--- config.mk ---
export PLATFORM = sky130hd
export DESIGN_NAME = load_writeback_unit
export DESIGN_NICKNAME = d
export VERILOG_FILES = /design/src/rtl/load_writeback_unit.sv
export SDC_FILE = /design/constraint.sdc
export NUM_CORES = 1
export LEC_CHECK = 0
export ABC_AREA = 1
export BUFFER_PORTS_ARGS = -buffer_cell sky130_fd_sc_hd__buf_4
export CORE_UTILIZATION = 53
export DETAILED_ROUTE_END_ITERATION = 8
export GPL_ROUTABILITY_DRIVEN = 0
export PLACE_DENSITY = 0.82
export SLEW_MARGIN = 20
export SYNTH_ARGS = -nofsm -noshare
export SYNTH_HDL_FRONTEND = slang
export SYNTH_SLANG_ARGS = --single-unit
export TNS_END_PERCENT = 10
--- constraint.sdc ---
create_clock -name i_clk -period 15.2 [get_ports i_clk]
set_input_delay 3.8 -clock i_clk [delete_from_list [all_inputs] [get_ports i_clk]]
set_output_delay 3.8 -clock i_clk [all_outputs]
set_load 0.02 [all_outputs]
--- src/rtl/load_writeback_unit.sv ---
// load_writeback_unit
// Multi-cycle RV32I load unit: checks the load in IDLE, issues a word-aligned
// request/acknowledge read, aligns and extends the returned word, and writes
// it to the register file in one cycle. Misaligned loads, illegal encodings
// and memory timeouts produce a one-cycle error pulse instead.

module load_writeback_unit #(
   parameter int TIMEOUT = 16
) (
   input  logic        i_clk,
   input  logic        i_reset,
   input  logic        i_ld_valid,
   input  logic [31:0] i_ld_addr,
   input  logic [2:0]  i_ld_funct3,
   input  logic [4:0]  i_ld_rd,
   output logic        o_stall,
   output logic        o_mem_req,
   output logic [31:0] o_mem_addr,
   input  logic        i_mem_ack,
   input  logic [31:0] i_mem_rdata,
   output logic [4:0]  o_rd_addr,
   output logic [31:0] o_rd_data,
   output logic        o_rd_wren,
   output logic        o_ld_err
);

   // Counter is wide enough to hold TIMEOUT itself, even though it only
   // ever reaches TIMEOUT-1 before the unit gives up.
   localparam int CW = (TIMEOUT < 1) ? 1 : $clog2(TIMEOUT + 1);
   localparam logic [CW-1:0] LAST = CW'(TIMEOUT - 1);

   localparam logic [2:0] F3_LB  = 3'b000;
   localparam logic [2:0] F3_LH  = 3'b001;
   localparam logic [2:0] F3_LW  = 3'b010;
   localparam logic [2:0] F3_LBU = 3'b100;
   localparam logic [2:0] F3_LHU = 3'b101;

   typedef enum logic [1:0] {
      IDLE = 2'd0,
      REQ  = 2'd1,
      WB   = 2'd2,
      ERR  = 2'd3
   } state_t;

   state_t          state;
   state_t          next_state;
   logic [31:0]     cap_addr;
   logic [2:0]      cap_funct3;
   logic [4:0]      cap_rd;
   logic [CW-1:0]   count;
   logic [31:0]     wb_data;
   logic [4:0]      wb_addr;
   logic            check_err;
   logic            accept;

   // Encodings outside the five RV32I load forms are rejected outright.
   function automatic logic funct3_legal(input logic [2:0] f3);
      logic ok;
      ok = 1'b0;
      case (f3)
         F3_LB, F3_LH, F3_LW, F3_LBU, F3_LHU: ok = 1'b1;
         default:                             ok = 1'b0;
      endcase
      return ok;
   endfunction

   // Halves must be 2-byte aligned and words 4-byte aligned; bytes never fault.
   function automatic logic misaligned(input logic [2:0] f3, input logic [1:0] off);
      logic bad;
      bad = 1'b0;
      if ((f3 == F3_LH || f3 == F3_LHU) && off[0])
         bad = 1'b1;
      if (f3 == F3_LW && off != 2'b00)
         bad = 1'b1;
      return bad;
   endfunction

   // Selects the addressed byte/half out of the memory word and extends it.
   function automatic logic [31:0] align(input logic [31:0] word,
                                         input logic [1:0]  off,
                                         input logic [2:0]  f3);
      logic [7:0]  byte_sel;
      logic [15:0] half_sel;
      logic [31:0] res;
      case (off)
         2'd0:    byte_sel = word[7:0];
         2'd1:    byte_sel = word[15:8];
         2'd2:    byte_sel = word[23:16];
         default: byte_sel = word[31:24];
      endcase
      half_sel = off[1] ? word[31:16] : word[15:0];
      case (f3)
         F3_LB:   res = {{24{byte_sel[7]}}, byte_sel};
         F3_LBU:  res = {24'd0, byte_sel};
         F3_LH:   res = {{16{half_sel[15]}}, half_sel};
         F3_LHU:  res = {16'd0, half_sel};
         default: res = word;
      endcase
      return res;
   endfunction

   // Front-end check of the incoming load, only meaningful while IDLE.
   always_comb begin
      check_err = 1'b0;
      accept    = 1'b0;
      if (state == IDLE && i_ld_valid) begin
         check_err = !funct3_legal(i_ld_funct3) || misaligned(i_ld_funct3, i_ld_addr[1:0]);
         accept    = !check_err;
      end
   end

   // Next-state logic; an ack on the final allowed cycle beats the timeout.
   always_comb begin
      next_state = state;
      case (state)
         IDLE: begin
            if (accept)
               next_state = REQ;
         end
         REQ: begin
            if (i_mem_ack)
               next_state = WB;
            else if (count == LAST)
               next_state = ERR;
         end
         WB:      next_state = IDLE;
         ERR:     next_state = IDLE;
         default: next_state = IDLE;
      endcase
   end

   // State register plus captured load fields, wait counter and write-back data.
   always_ff @(posedge i_clk or posedge i_reset) begin
      if (i_reset) begin
         state      <= IDLE;
         cap_addr   <= '0;
         cap_funct3 <= '0;
         cap_rd     <= '0;
         count      <= '0;
         wb_data    <= '0;
         wb_addr    <= '0;
      end else begin
         state <= next_state;
         if (accept) begin
            cap_addr   <= i_ld_addr;
            cap_funct3 <= i_ld_funct3;
            cap_rd     <= i_ld_rd;
            count      <= '0;
         end
         if (state == REQ) begin
            if (i_mem_ack) begin
               wb_data <= align(i_mem_rdata, cap_addr[1:0], cap_funct3);
               wb_addr <= cap_rd;
            end else if (count != LAST) begin
               count <= count + 1'b1;
            end
         end
      end
   end

   // Output decode; reset forces every control output low immediately.
   always_comb begin
      o_stall    = 1'b0;
      o_mem_req  = 1'b0;
      o_mem_addr = '0;
      o_rd_wren  = 1'b0;
      o_ld_err   = 1'b0;
      o_rd_addr  = wb_addr;
      o_rd_data  = wb_data;
      if (!i_reset) begin
         case (state)
            IDLE: begin
               o_stall  = accept;
               o_ld_err = check_err;
            end
            REQ: begin
               o_stall    = 1'b1;
               o_mem_req  = 1'b1;
               o_mem_addr = {cap_addr[31:2], 2'b00};
            end
            WB: begin
               o_rd_wren = (cap_rd != 5'd0);
            end
            ERR: begin
               o_ld_err = 1'b1;
            end
            default: ;
         endcase
      end
   end

endmodule

# Word level (Yosys, flattened, before mapping)
# Cells that the tools add are included.
# classes
n_mux	28
n_addsub	1
eq_ne	16
n_reduce_logical	17
# op_table
op	count
$pmux W32 S4	1
$mux W32	2
$pmux W8 S3	1
$mux W5	4
$mux W16	1
$mux W1	13
$eq A3 B3 Y1 const B	4
$eq A2 B2 Y1 const B	3
$eq A3 B1 Y1 const B	2
$logic_not A3 Y1	2
$mux W2	3
$pmux W2 S3	1
$add A5 B1 Y5 const B	1
$eq A5 B4 Y1 const B	1
$ne A5 B4 Y1 const B	1
$reduce_bool A5 Y1	1
$reduce_or A5 Y1	1
$eq A2 B1 Y1 const B	2
$logic_not A2 Y1	2
$pmux W1 S2	2
$reduce_and A2 Y1	2
$eq A3 B2 Y1 const B	1
$logic_and A1 B1 Y1	3
$ne A3 B3 Y1 const B	1
5 further kinds	7
# word_totals
out_inout_bits	73
regBits	84

# Depth between registers and ports, before layout
# logic_depth
word_depth	13
depth_mapped	10

# Least setup slack after synthesis
# No wires, ideal clock.
# synth_path
path_type	input to output
start	in i_reset
end	out o_rd_wren
t_required_ns	11.400
cell_stages	4
arrival_ns	6.396
slack_ns	5.004
path_cell_list	buf_2 > inv_1 > o311ai_0 > inv_1
# synth_between
elab_chain_cells	1
# synth_rtl
item	line	rtl
from (decl)	11	input logic i_reset,
$mux W1	170	if (!i_reset) begin
to (decl)	23	output logic o_rd_wren,
# No other way between the ends.

# Worst setup path after layout
# layout_path
start	in i_ld_funct3[0]
end	out o_stall
# layout_between
elab_chain_cells	11
# layout_rtl
item	line	rtl
from (decl)	14	input logic [2:0] i_ld_funct3,
$eq A3 B1 Y1 or $eq A3 B3 Y1 (tied branches)	60, 71	
$logic_or A1 B1 Y1	71	if ((f3 == F3_LH || f3 == F3_LHU) && off[0])
$logic_and A1 B1 Y1	71	
$mux W1	71	
$mux W1	73	if (f3 == F3_LW && off != 2'b00)
$mux W1	106	if (state == IDLE && i_ld_valid) begin
$logic_or A1 B1 Y1 *	107	check_err = !funct3_legal(i_ld_funct3) || misaligned(i_ld_funct3, i_ld_addr[1:0]);
$logic_not A1 Y1 *	108	accept = !check_err;
$mux W1 *	106	
$pmux W1 S2 *	171	case (state)
$mux W1 *	170	
to (decl)	16	output logic o_stall,
# Every way passes the cells marked *; elsewhere a longest branch is shown, timed or not. The select of a mux whose other input is x is not followed.

==> results.yml <==
status:
  outcome: "complete, no violations"
global_routing:
  antenna_found_initial: 0
  grt_use_total_pct: 27.0
  overflow: 0
  grt_pass1_wl_um: 18300
  grt_pass1_vias: 3948
  grt_max_degree: 85
floorplanning:
  row_count: 32
  core_area_um2: 7890
  die-area_um2: 8670
  io_pins: 149
  die_x_um: 93.1
  dieHeight_um: 93.1
  initial_utilization_pct: 55.8
pwr:
  p_leak_uw: 0.00302
  p_switching_uw: 541
  clkPwrFrac_pct: 12.5
  vdd_drop_max_v: 0.000105
  sw_frac_of_total_pct: 46.5
  power.density_nw_per_um2: 206
  pwr-share-seq_pct: 35.5
  p_comb_share_pct: 52.0
  p_int_uw: 622
critical_path:
  critPathBufInv: 3
  crit_cells: 7
  cp-end-kind: "primary output"
  reg2regPathDepth: 6
  critPathArrivalTime_ns: 5.40
  cp_cell_sequence: "buf_4, inv_1, nand4_1, nand2_2, nand2_4, o21ai_0, buf_4"
  cp_data_required_time_ns: 11.40
  max_stage_delay_ns: 0.46
  critPathMostFrequentCell: "buf_4"
  cp_max_fo: 69
  r2r_start: "state[1]"
  worst_setup_path_start_kind: "input pin"
  crit_slowest_cell: "nand2_4"
  critPathTopFamily: "simple AND/OR/NAND/NOR gates"
  rr_endpoint: "o_rd_data[23]"
  path_class: "in2out"
  reg2reg_slack_ns: 12.93
hold_path:
  hold_end: "cap_addr[4]"
  hold_depth: 2
  hold_path.class: "reg2reg"
  hp-start: "cap_addr[4]"
cells_and_area:
  final_cells: 792
  utilization_pct: 71.4
  mostFrequentLayoutCells: "buf_4, nand2_1, dfrtp_1, nor2_1, a21oi_1"
  nFillCells: 617
  final_common_cell: "buf_4"
  diodes: 0
  final_nets: 766
  multi_input_area_um2: 1910
  layout-drive-gt1-share_pct: 28.7
  syn2layout_area_growth_pct: 28.0
  regArea_um2: 2100
drt:
  vias: 4183
  drt_pass1_iterations: 5
  drtAntennaViolNets: 0
  drc_errors: 0
  wl_um: 11300
  drtIter0Drc: 301
  routedWlPerCell_um: 14.3
  via_per_inst: 5.28
clock_tree:
  clockRootBuffer: "clkbuf_8"
  clockBufferDepth: 2
  insertion_delay_ns: 0.36
  hold_buffers: 0
  cts_htree_levels: 3
  cts_made_buffers: 9
  cts_tree: "done"
  path_clk_slew_ns: 0.09
  cts_setup_buffers: 0
  cts-resized-gates: 0
  cts.sinks: 84
synthesis:
  ys_top_cells_by_area: "dfrtp_1, nand2_1, a21oi_1, nor2_1, inv_1"
  syn_avg_cell_area_um2: 7.90
  synth_seq_cells: 84
  synth_top_area_cell: "dfrtp_1"
  async_reset_ff_share_pct: 100
  syn-cell-area_um2: 4400
  ys.flop_type: "dfrtp_1"
  synth_edf_count: 0
  ys_seq_area_share_pct: 47.8
  yosysWarnings: 0
  netlist.area_leader.share_pct: 47.8
  syn_inst: 557
  yosysUniqueCellTypes: 32
timing:
  maxSlewViolCount: 0
  relSlewSlack_pct: 40.6
  fin_crit_ns: 9.20
  hold_violations: 0
  finalSetupViolCount: 0
  finClkSkew_ns: 0.00754
  rsz0062_at_grt: "false"
  fin_setup_tns_ns: 0
  fmax_mhz: 109
  tightest_slew_ns: 0.891
  period_share_pct: 60.6
placement:
  dp.cells: 776
  hpwl_um: 8020
  numPortBuffers: 146
job:
  cap_violations: 0
## power by group through the flow
stage,combinational [uW],sequential [uW],clock [uW]
after detailed placement,600,415,0
final,604,413,145
after global routing,666,426,159
after floorplan,383,443,0
after CTS,603,411,147
after global placement,584,410,0
## tightest hold or removal path: cells and delay by family (launching register included)
kind          cells  cell delay [ns]
simple gates      2             0.10
flops             1             0.35
## worst max-delay path by stage
stage / start / end / slack (ns)
6_report: i_ld_funct3[0] / o_stall / 6.00
5_1_grt: i_ld_funct3[0] / o_stall / 5.84
4_1_cts: i_ld_addr[0] / o_stall / 6.01
3_5_place_dp: i_ld_addr[0] / o_stall / 6.01
3_3_place_gp: i_ld_addr[0] / o_stall / 6.12
2_1_floorplan: i_reset / o_rd_wren / 5.00
## sequential cells by signal (all words and copies together), names as in the netlist
name / flops
o_rd_data: 32
cap_funct3: 3
state: 2
cap_rd: 5
count: 5
cap_addr: 32
o_rd_addr: 5
## cells by family (layout without fill, tap and decap cells)
family	after synthesis	count (layout)	share of synthesized area (%)
adder cells (fa/ha/maj)	5	5	1.42
other	1	2	0.0852
buffers and inverters	84	216	8.98
AND/OR/NAND/NOR	270	270	25.8
AO/OA/AOI/OAI	112	112	15.7
XOR/XNOR	1	1	0.199
flip-flops	84	84	47.8
## final cells by class
type	instances	share of cell area [%]
flip-flops and latches	84	37.3
multi-input cells	390	33.9
repair buffers	149	19.9
inverters	51	3.51
well taps	102	2.27
clock buffers	9	2.20
clock inverters	7	0.933
## synth_stat cells, types with 2 or more instances
cell	n
nor2_1	81
a21oi_1	68
buf_6	2
nor2_2	2
nand3_1	35
buf_2	20
inv_1	48
nand2_1	134
o21ai_2	2
ha_1	5
clkbuf_1	4
o21ai_1	3
o21ai_0	24
nand3_2	4
dfrtp_1	84
inv_2	2
nand2_2	7
buf_4	5
a21oi_4	10
nand4_1	3
nand2_4	3
## metal layers
metal | part of all wire (%) | GRT usage [%] | up-vias
li1 | - | - | 2028
met1 | 41 | 36.3 | 1939
met2 | 50 | 43.8 | 191
met3 | 7.0 | 5.37 | 25
met4 | 2.3 | 8.97 | 0
met5 | 0 | 0 | -
## stage by stage
stage / cell area [um2] / hold WS [ns] / total power, uW / worst slack [ns]
floorplan: 4410 / 0.442 / 826 / 5.00
global placement: 5450 / 0.454 / 993 / 6.12
detailed placement: 5450 / 0.459 / 1010 / 6.01
CTS: 5630 / 0.480 / 1160 / 6.01
global route: 5630 / 0.498 / 1250 / 5.84
finish: 5630 / 0.479 / 1160 / 6.00
No activity file was read; power rests on OpenSTA's default activity.
